==> src/rtl/mem_arbiter_pkg.sv <==
// rtl/mem_arbiter_pkg.sv - shared state, direction and length encodings for mem_arbiter
package mem_arbiter_pkg;

    typedef enum logic [2:0] {
        ST_IDLE    = 3'd0,
        ST_FETCH   = 3'd1,
        ST_LOAD    = 3'd2,
        ST_STORE   = 3'd3,
        ST_RECOVER = 3'd4
    } state_t;

    localparam logic READ_FLAG  = 1'b0;
    localparam logic WRITE_FLAG = 1'b1;

    localparam logic [2:0] LEN_BYTE = 3'd1;
    localparam logic [2:0] LEN_HALF = 3'd2;
    localparam logic [2:0] LEN_WORD = 3'd4;

endpackage

==> src/rtl/mem_arbiter_load_extend.sv <==
// rtl/mem_arbiter_load_extend.sv - combinational sign/zero extension of raw little-endian load bytes
module mem_arbiter_load_extend #(
    parameter int DATA_W = 32
) (
    input  logic [DATA_W-1:0] raw,
    input  logic [2:0]        len,
    input  logic              is_signed,
    output logic [DATA_W-1:0] data
);
    import mem_arbiter_pkg::*;

    // Unknown lengths pass the raw word through untouched.
    always_comb begin
        data = raw;
        case (len)
            LEN_BYTE: data = {{(DATA_W-8){is_signed & raw[7]}}, raw[7:0]};
            LEN_HALF: data = {{(DATA_W-16){is_signed & raw[15]}}, raw[15:0]};
            LEN_WORD: data = raw;
            default:  data = raw;
        endcase
    end

endmodule

==> src/rtl/mem_arbiter.sv <==
// rtl/mem_arbiter.sv - single-outstanding arbiter between fetch/load/store and memory_controller
module mem_arbiter #(
    parameter int STARVE_LIMIT = 4,
    parameter int ADDR_W       = 32,
    parameter int DATA_W       = 32
) (
    input  logic              clk,
    input  logic              rst,
    input  logic              rdy,
    input  logic              rollback,
    input  logic              fetch_req,
    input  logic [ADDR_W-1:0] fetch_pc,
    output logic              fetch_done,
    output logic [DATA_W-1:0] fetch_inst,
    input  logic              load_req,
    input  logic [ADDR_W-1:0] load_addr,
    input  logic [2:0]        load_len,
    input  logic              load_signed,
    output logic              load_done,
    output logic [DATA_W-1:0] load_data,
    input  logic              store_req,
    input  logic [ADDR_W-1:0] store_addr,
    input  logic [2:0]        store_len,
    input  logic [DATA_W-1:0] store_data,
    output logic              store_done,
    output logic              mc_query_start,
    output logic [ADDR_W-1:0] mc_query_pc,
    input  logic              mc_query_finish,
    input  logic [DATA_W-1:0] mc_query_inst,
    output logic              mc_ls_start,
    output logic              mc_ls_wr,
    output logic [2:0]        mc_ls_len,
    output logic [ADDR_W-1:0] mc_ls_addr,
    output logic [DATA_W-1:0] mc_ls_wdata,
    input  logic              mc_ls_finish,
    input  logic [DATA_W-1:0] mc_ls_rdata,
    output logic              busy
);
    import mem_arbiter_pkg::*;

    localparam int               CNT_W   = $clog2(STARVE_LIMIT + 1);
    localparam logic [CNT_W-1:0] CNT_MAX = CNT_W'(STARVE_LIMIT);
    localparam logic [CNT_W-1:0] CNT_ONE = CNT_W'(1);

    state_t            state;
    state_t            state_next;
    state_t            owner;
    logic [CNT_W-1:0]  starve_cnt;
    logic              discard;
    logic              got_fin;
    logic              start_pend;
    logic              done_pend;
    logic [DATA_W-1:0] rdata;
    logic [ADDR_W-1:0] query_pc;
    logic [ADDR_W-1:0] ls_addr;
    logic [2:0]        ls_len;
    logic              ls_wr;
    logic              ls_signed;
    logic [DATA_W-1:0] ls_wdata;
    logic              fetch_ok;
    logic              load_ok;
    logic              in_flight;
    logic              fin_match;
    logic              fin_now;

    always_comb begin
        fetch_ok   = fetch_req && !rollback;
        load_ok    = load_req && !rollback;
        in_flight  = (state == ST_FETCH) || (state == ST_LOAD) || (state == ST_STORE);
        fin_match  = ((state == ST_FETCH) && mc_query_finish) ||
                     (((state == ST_LOAD) || (state == ST_STORE)) && mc_ls_finish);
        // got_fin remembers a finish that arrived while rdy was low
        fin_now    = fin_match || got_fin;
        state_next = state;
        case (state)
            ST_IDLE: begin
                if (fetch_ok && (starve_cnt == CNT_MAX)) state_next = ST_FETCH;
                else if (store_req)                      state_next = ST_STORE;
                else if (load_ok)                        state_next = ST_LOAD;
                else if (fetch_ok)                       state_next = ST_FETCH;
            end
            ST_FETCH, ST_LOAD, ST_STORE: begin
                if (fin_now) state_next = ST_RECOVER;
            end
            default: state_next = ST_IDLE;
        endcase
    end

    always_ff @(posedge clk or negedge rst) begin
        if (!rst) state <= ST_IDLE;
        else if (rdy) state <= state_next;
    end

    always_ff @(posedge clk or negedge rst) begin
        if (!rst) begin
            owner      <= ST_IDLE;
            starve_cnt <= '0;
            discard    <= 1'b0;
            got_fin    <= 1'b0;
            start_pend <= 1'b0;
            done_pend  <= 1'b0;
            rdata      <= '0;
            query_pc   <= '0;
            ls_addr    <= '0;
            ls_len     <= '0;
            ls_wr      <= READ_FLAG;
            ls_signed  <= 1'b0;
            ls_wdata   <= '0;
        end else begin
            if (fin_match && !got_fin) begin
                got_fin <= 1'b1;
                rdata   <= (state == ST_FETCH) ? mc_query_inst : mc_ls_rdata;
            end
            if (rdy) begin
                start_pend <= 1'b0;
                done_pend  <= 1'b0;
                if ((state == ST_IDLE) && (state_next != ST_IDLE)) begin
                    owner      <= state_next;
                    start_pend <= 1'b1;
                    if ((state_next == ST_FETCH) || !fetch_req) starve_cnt <= '0;
                    else if (starve_cnt != CNT_MAX)             starve_cnt <= starve_cnt + CNT_ONE;
                    case (state_next)
                        ST_FETCH: query_pc <= fetch_pc;
                        ST_LOAD: begin
                            ls_addr   <= load_addr;
                            ls_len    <= load_len;
                            ls_signed <= load_signed;
                            ls_wr     <= READ_FLAG;
                        end
                        default: begin
                            ls_addr  <= store_addr;
                            ls_len   <= store_len;
                            ls_wdata <= store_data;
                            ls_wr    <= WRITE_FLAG;
                        end
                    endcase
                end
                // A rollback on the finishing edge also suppresses the fetch/load done.
                if (in_flight && fin_now) begin
                    got_fin   <= 1'b0;
                    discard   <= 1'b0;
                    done_pend <= (state == ST_STORE) || !(discard || rollback);
                end else if (rollback && ((state == ST_FETCH) || (state == ST_LOAD))) begin
                    discard <= 1'b1;
                end
            end
        end
    end

    mem_arbiter_load_extend #(.DATA_W(DATA_W)) u_load_extend (
        .raw       (rdata),
        .len       (ls_len),
        .is_signed (ls_signed),
        .data      (load_data)
    );

    assign busy           = (state != ST_IDLE);
    assign mc_query_start = rdy && start_pend && (owner == ST_FETCH);
    assign mc_ls_start    = rdy && start_pend && ((owner == ST_LOAD) || (owner == ST_STORE));
    assign fetch_done     = rdy && done_pend && (owner == ST_FETCH);
    assign load_done      = rdy && done_pend && (owner == ST_LOAD);
    assign store_done     = rdy && done_pend && (owner == ST_STORE);
    assign fetch_inst     = rdata;
    assign mc_query_pc    = query_pc;
    assign mc_ls_wr       = ls_wr;
    assign mc_ls_len      = ls_len;
    assign mc_ls_addr     = ls_addr;
    assign mc_ls_wdata    = ls_wdata;

endmodule

==> config.mk <==
export PLATFORM = sky130hd
export DESIGN_NAME = mem_arbiter
export DESIGN_NICKNAME = d
export VERILOG_FILES = /design/src/rtl/mem_arbiter_pkg.sv /design/src/rtl/mem_arbiter_load_extend.sv /design/src/rtl/mem_arbiter.sv
export SDC_FILE = /design/constraint.sdc
export NUM_CORES = 1
export LEC_CHECK = 0
export ABC_AREA = 1
export CAP_MARGIN = 10
export CORE_AREA = 3 3 147 149
export DETAILED_ROUTE_END_ITERATION = 6
export DIE_AREA = 0 0 150 152
export MAX_ROUTING_LAYER = met4
export PLACE_DENSITY_LB_ADDON = 0.1
export SETUP_SLACK_MARGIN = 0.02
export SLEW_MARGIN = 25
export SYNTH_ARGS = -nofsm -noshare
export SYNTH_HDL_FRONTEND = slang
export SYNTH_SLANG_ARGS = --single-unit
export TNS_END_PERCENT = 5
==> constraint.sdc <==
create_clock -name clk -period 1.8 [get_ports clk]
set_clock_uncertainty 0.05 [all_clocks]
set_input_delay 0.18 -clock clk [delete_from_list [all_inputs] [get_ports clk]]
set_output_delay 0.18 -clock clk [all_outputs]
set_load 0.01 [all_outputs]
==> Yosys cells after proc, flatten, opt, wreduce, memory -nomap -nowiden <==
Index checks and enable logic that the tools add are counted.
{ "totals": {"inputBits": 208, "reg_bits": 146} }
{ "classes": {"n_eq_ne": 12, "n_reduce_logical": 43, "add_sub_neg": 1, "n_bitwise": 4, "muxes": 20} }
{ "ops": {"columns": ["op", "count"], "rows": [
  ["32-bit one-hot mux with 2 select lines", 2],
  ["32-bit two-way mux", 1],
  ["3-bit two-way mux", 7],
  ["3-bit by 2-bit == test with 1-bit output, second input constant", 6],
  ["1-bit logical AND", 16],
  ["3-bit AND reduction", 5],
  ["3-bit by 1-bit == test with 1-bit output, second input constant", 4],
  ["3-bit one-hot mux with 2 select lines", 2],
  ["1-bit logical OR", 9],
  ["1-bit two-way mux", 7],
  ["3-bit nonzero test", 2],
  ["1-bit logical NOT", 4],
  ["2-bit AND reduction", 2],
  ["2-bit nonzero test", 2],
  ["3-bit by 1-bit adder with 3-bit output, second input constant", 1],
  ["3-bit == test, second input constant", 1],
  ["3-bit logical NOT", 1],
  ["3-bit != test, second input constant", 1],
  ["3-bit OR reduction", 1],
  ["1-bit bitwise AND", 2],
  ["1-bit NOT", 2],
  ["1-bit one-hot mux with 2 select lines", 1],
  ["2-bit OR reduction", 1]
]} }

==> Depth between registers and ports, before layout <==
{ "logic_depth": {"ltp_word": 11, "ltp_mapped": 13} }

==> Hierarchy <==
A second synthesis with hierarchy kept.
{ "hier_totals": {"cells_unflattened": 907, "area_unflattened_um2": 6984.2} }
{ "modules_own_cells": {"columns": ["mod", "cells_per_inst", "n_inst", "seq_area_each_um2", "area_each_um2"], "rows": [
  ["mem_arbiter", 834, 1, 3653.5, 6573.8],
  ["mem_arbiter_load_extend", 73, 1, 0.0, 410.4]
]} }

==> Worst setup path after synthesis <==
No wires, ideal clock.
{ "synth_path": {"path_kind": "register to register", "start": "register starve_cnt[0]", "end": "register ls_addr[10], in the netlist mc_ls_addr[10]", "period_less_slack_ns": 1.755, "arrival_time_ns": 1.581, "path_slack_ns": 0.045, "path_stages_with_launch": 13, "cell_sequence": "dfrtp_1 -> inv_1 -> ha_1 -> nand2_1 -> inv_1 -> nand3_1 -> nand3_1 -> nand2_1 -> nand3_2 -> buf_4 -> buf_2 -> o211ai_1 -> nand2_1"} }
{ "synth_via": {"elab_chain_len": 7} }
{ "synth_rtl": {"columns": ["element", "line", "text"], "rows": [
  ["from (decl)", "mem_arbiter.sv:48", "logic [CNT_W-1:0] starve_cnt;"],
  ["from (signal assigned)", "mem_arbiter.sv:121", "else if (starve_cnt != CNT_MAX) starve_cnt <= starve_cnt + CNT_ONE;"],
  ["3-bit == test (*)", "mem_arbiter.sv:77", "if (fetch_ok && (starve_cnt == CNT_MAX)) state_next = ST_FETCH;"],
  ["1-bit logical AND (*)", "mem_arbiter.sv:77", null],
  ["3-bit two-way mux (*)", "mem_arbiter.sv:77", null],
  ["3-bit one-hot mux with 2 select lines (*)", "mem_arbiter.sv:75", "case (state)"],
  ["3-bit by 1-bit == test with 1-bit output / 3-bit nonzero test (equally long branches)", "mem_arbiter.sv:122, mem_arbiter.sv:117", null],
  ["1-bit NOT (no source line) / 1-bit logical AND (equally long branches)", null, null],
  ["3-bit AND reduction (no source line)", null, null],
  ["to (signal assigned)", "mem_arbiter.sv:125", "ls_addr <= load_addr;"],
  ["to (signal assigned)", "mem_arbiter.sv:131", "ls_addr <= store_addr;"],
  ["to (decl)", "mem_arbiter.sv:55", "logic [ADDR_W-1:0] ls_addr;"]
]} }
Every way passes the cells marked *; elsewhere a longest branch is shown, timed or not.
A chain may end at the register's enable or synchronous reset.

==> Worst setup path after layout <==
{ "layout_path": {"start": "register ls_len[0], in the netlist mc_ls_len[0]", "end": "output port load_data[30]"} }
{ "layout_via": {"elab_chain_len": 2} }
{ "layout_rtl": {"columns": ["element", "line", "text"], "rows": [
  ["from (decl)", "mem_arbiter.sv:56", "logic [2:0] ls_len;"],
  ["from (signal assigned)", "mem_arbiter.sv:126", "ls_len <= load_len;"],
  ["from (signal assigned)", "mem_arbiter.sv:132", "ls_len <= store_len;"],
  ["3-bit by 2-bit == test with 1-bit output / 3-bit by 1-bit == test with 1-bit output (equally long branches)", "mem_arbiter_load_extend.sv:15", "case (len)"],
  ["32-bit one-hot mux with 2 select lines (*)", "mem_arbiter_load_extend.sv:15", null],
  ["to (decl)", "mem_arbiter.sv:20", "output logic [DATA_W-1:0] load_data,"]
]} }
Marked as above.

==> results.md <==
- Synth unique cells: 26
- Share of the synthesized area in the top cell type: 0.528
- Max Slew Vio Count: 0
- Worst Setup EP: load_data[30]
- Routability cong.: ~0.82
- Post-Place Worst Slack: -0.300 ns
- RR Startpoint: mc_ls_len[0]
- First-pass GRT wire length: 40,000 um
- Post-Syn Instances: 868
- Clk pwr share: 0.168
- Row cnt: 52
- Hold Path Class: input port to asynchronous set/reset pin
- Tmin final: 1.99 ns
- EDFF count, synth: 0
- Worst hold margin: 0.187 ns
- Cell-internal power: 13.1 mW
- Initial antenna violation count: 0
- Pwr/cell area: about 1800 nW/um^2
- Failing checks: setup timing
- Status: finished with violations
- Clock-pin slew on the worst setup and hold paths: 0.07 ns
- Switching share of power: 0.393
- Ranking of synthesized cells by area: dfrtp_1 53%, nand2_1 16%, nand3_1 7.0%
- WL met2: 13,000 um
- Netlist Area Pre-Place: 6920 um^2
- Final Cycle Share: 1.11
- Syn-to-layout area delta: 77.0%
- Met3 wire len: 2620 um
- Top sig layer: met4
- Vias per Instance: 4.64
- FF-to-FF setup slack: -0.18 ns
- Clock Tree Root: clkbuf_16
- Final wirelength: 26,000 um
- Worst Setup SP: mc_ls_len[0]
- Most frequent cells in the layout: 344 x clkdlybuf4s50_1, 276 x nand2_1, 143 x dfrtp_1, 88 x inv_1, 86 x nand3_1
- Reg power frac: 0.269
- Wl on met1: 9790 um
- FFs w/ async S/R, synth: 1.00
- Height of the die: 152 um
- # setup viols final: 26
- Synthesis Warnings: 0
- Nets@finish: 1,482
- Max-cap violations: 0
- CTS tree: built
- Crit path DAT: 1.76 ns
- Data required, critical path: 1.57 ns
- Fillers: 1,846
- Lkg Pwr: 5.95 nW
- Depth of the CTS H-tree: 4
- Drt pass-1 iters: 4
- Initial core utilization: 0.341
- Fraction of layout cells with a size suffix above 1: 0.137
- Die area: 22,800 um^2
- Routed Antenna Nets: 0
- HPWL after DPL: 19,300 um
- Clock Latency Late Sink: around 0.42 ns
- Reg2Reg Depth: 13
- Die X-Extent: 150 um
- DR vias: 7,209
- Most used DFF post-synth: dfrtp_1
- Leading area contributor after synthesis: dfrtp_1
- Most common cell after layout, fill and taps aside: clkdlybuf4s50_1
- Clock Tree Buf Depth: 2
- CTS Sinks: 146
- Routed WL per cell: approximately 17 um
- Top Ports: 378
- Aggregate global-route resource usage: 0.233
- Critical path endpoint category: output pin
- Synthesized flop and latch total: 146
- Max Freq: 0.502 GHz
- Inserted Clock Buffers: 17
- DRC violations left: 0
- Core Region: approximately 20,000 um^2
- Worst-path fanout max: 8
- Relative slew slack: 0.742
- Crit path kind: flip-flop to output pin
- Port bufs: ~380
- Worst Setup Start Kind: flip-flop
- Vias in the first global route: ~7,100
- Largest net degree at the start of global routing: 65
- IR drop worst, VDD: 0.795 mV
- DR iter-0 viols: 373
- Hold Vio Cnt, Final: 0
- Psw: 8.49 mW
- Unrepaired setup endpoints after global routing: yes
- Synth Net Count: 1,078
- Post-Syn Area per Cell: 7.98 um^2
- Seq/Total Area, Yosys: 0.528
- ANT cells: 0
- Worst-Margin Slew: approximately 0.39 ns
- Combinational power share: 0.563
- PnR worst setup slack: -0.192 ns
- R2r endpoint: mc_ls_len[0]
- Remaining Overflow, GRT: 0
==> power by group through the flow <==
stage	combinational (mW)	sequential, mW	clock [mW]
2_1_floorplan	4.56	6.35	0
3_3_place_gp	11.6	5.79	0
3_5_place_dp	11.7	5.80	0
4_1_cts	12.0	5.79	3.73
5_1_grt	13.3	6.02	3.88
6_report	12.2	5.81	3.64
==> area by class of cell <==
type | count | area [um^2] | share of cell area
clock buffers | 18 | 429 | 0.0350
clock inverters | 14 | 166 | 0.0136
inverters | 94 | 363 | 0.0296
multi-input cells | 568 | 2810 | 0.229
flip-flops and latches | 146 | 3660 | 0.298
well taps | 270 | 338 | 0.0276
repair buffers | 445 | 4490 | 0.367
==> registers in the layout, summed over array words and instances, names as in the netlist, 3 cells and up <==
name and cells:
fetch_inst 32, starve_cnt 3, mc_ls_addr 32, state 3
mc_ls_wdata 32, mc_ls_len 3, owner 3, mc_query_pc 32
==> cells by family (layout without fill, tap and decap cells) <==
logic type | after synthesis | count (layout) | share of synthesized area
flip-flops | 146 | 146 | 0.528
adder cells (fa/ha/maj) | 2 | 2 | 0.00361
AND/OR/NAND/NOR | 452 | 452 | 0.272
XOR/XNOR | 1 | 1 | 0.00127
AO/OA/AOI/OAI | 113 | 113 | 0.101
buffers and inverters | 154 | 571 | 0.0945
==> critical path: stages (launching register included) <==
cell and delay, ns:
dfrtp_1 0.38, inv_2 0.05, nor3_2 0.15, buf_4 0.16, nand3_4 0.08, o21ai_4 0.08, nand2_4 0.11, buf_12 0.16
nand2_2 0.07, buf_6 0.10
==> worst min path at each step <==
stage	start	end	slack, ns	cells after the start
2_1_floorplan	rst	discard	-0.17	0
6_report	rst	mc_ls_wdata[7]	0.19	2
3_5_place_dp	rst	mc_ls_wdata[10]	0.07	1
3_3_place_gp	rst	mc_ls_wdata[7]	0.07	1
4_1_cts	rst	mc_ls_wdata[10]	0.19	2
5_1_grt	rst	mc_ls_wdata[10]	0.23	2
==> per-stage QoR <==
step | TNS [ns] | instance area [um^2] | utilization | power [mW] | cells
final | -3.95 | 12300 | 0.604 | 21.6 | 1555
after global routing | -14.58 | 12300 | 0.604 | 23.2 | 1555
after global placement | -23.58 | 11300 | 0.558 | 17.4 | 1508
after detailed placement | -27.37 | 11300 | 0.558 | 17.5 | 1508
after floorplan | 0 | 6920 | - | 10.9 | 868
after CTS | -5.22 | 12100 | 0.597 | 21.5 | 1555
==> cells in the mapped netlist (11+ instances only) <==
cell type / instances
buf_2: 27
o211ai_1: 35
nand2_1: 299
o21ai_0: 22
nor2_1: 42
nand3_1: 97
buf_4: 11
clkbuf_1: 21
a31oi_1: 32
inv_1: 91
o21ai_1: 22
dfrtp_1: 146
==> layer usage <==
| layer | global-route usage | vias to the layer above |
|---|---|---|
| met5 | - | - |
| met4 | 0.0645 | 0 |
| met3 | 0.0861 | 31 |
| met2 | 0.390 | 285 |
| met1 | 0.261 | 3299 |
| li1 | - | 3594 |
==> repair_timing <==
| item | 4_1_cts | 5_1_grt |
|---|---|---|
| hold buffers | 1 | 0 |
| cloned | 3 | 0 |
| buffers inserted | 11 | 0 |
| gates resized for setup | 147 | 36 |
| endpoints found under the hold margin | 114 | 0 |
| setup endpoints to repair | 137 | 138 |
| pin swaps | 7 | 5 |
Note: power is estimated with default switching activity, not from simulation.
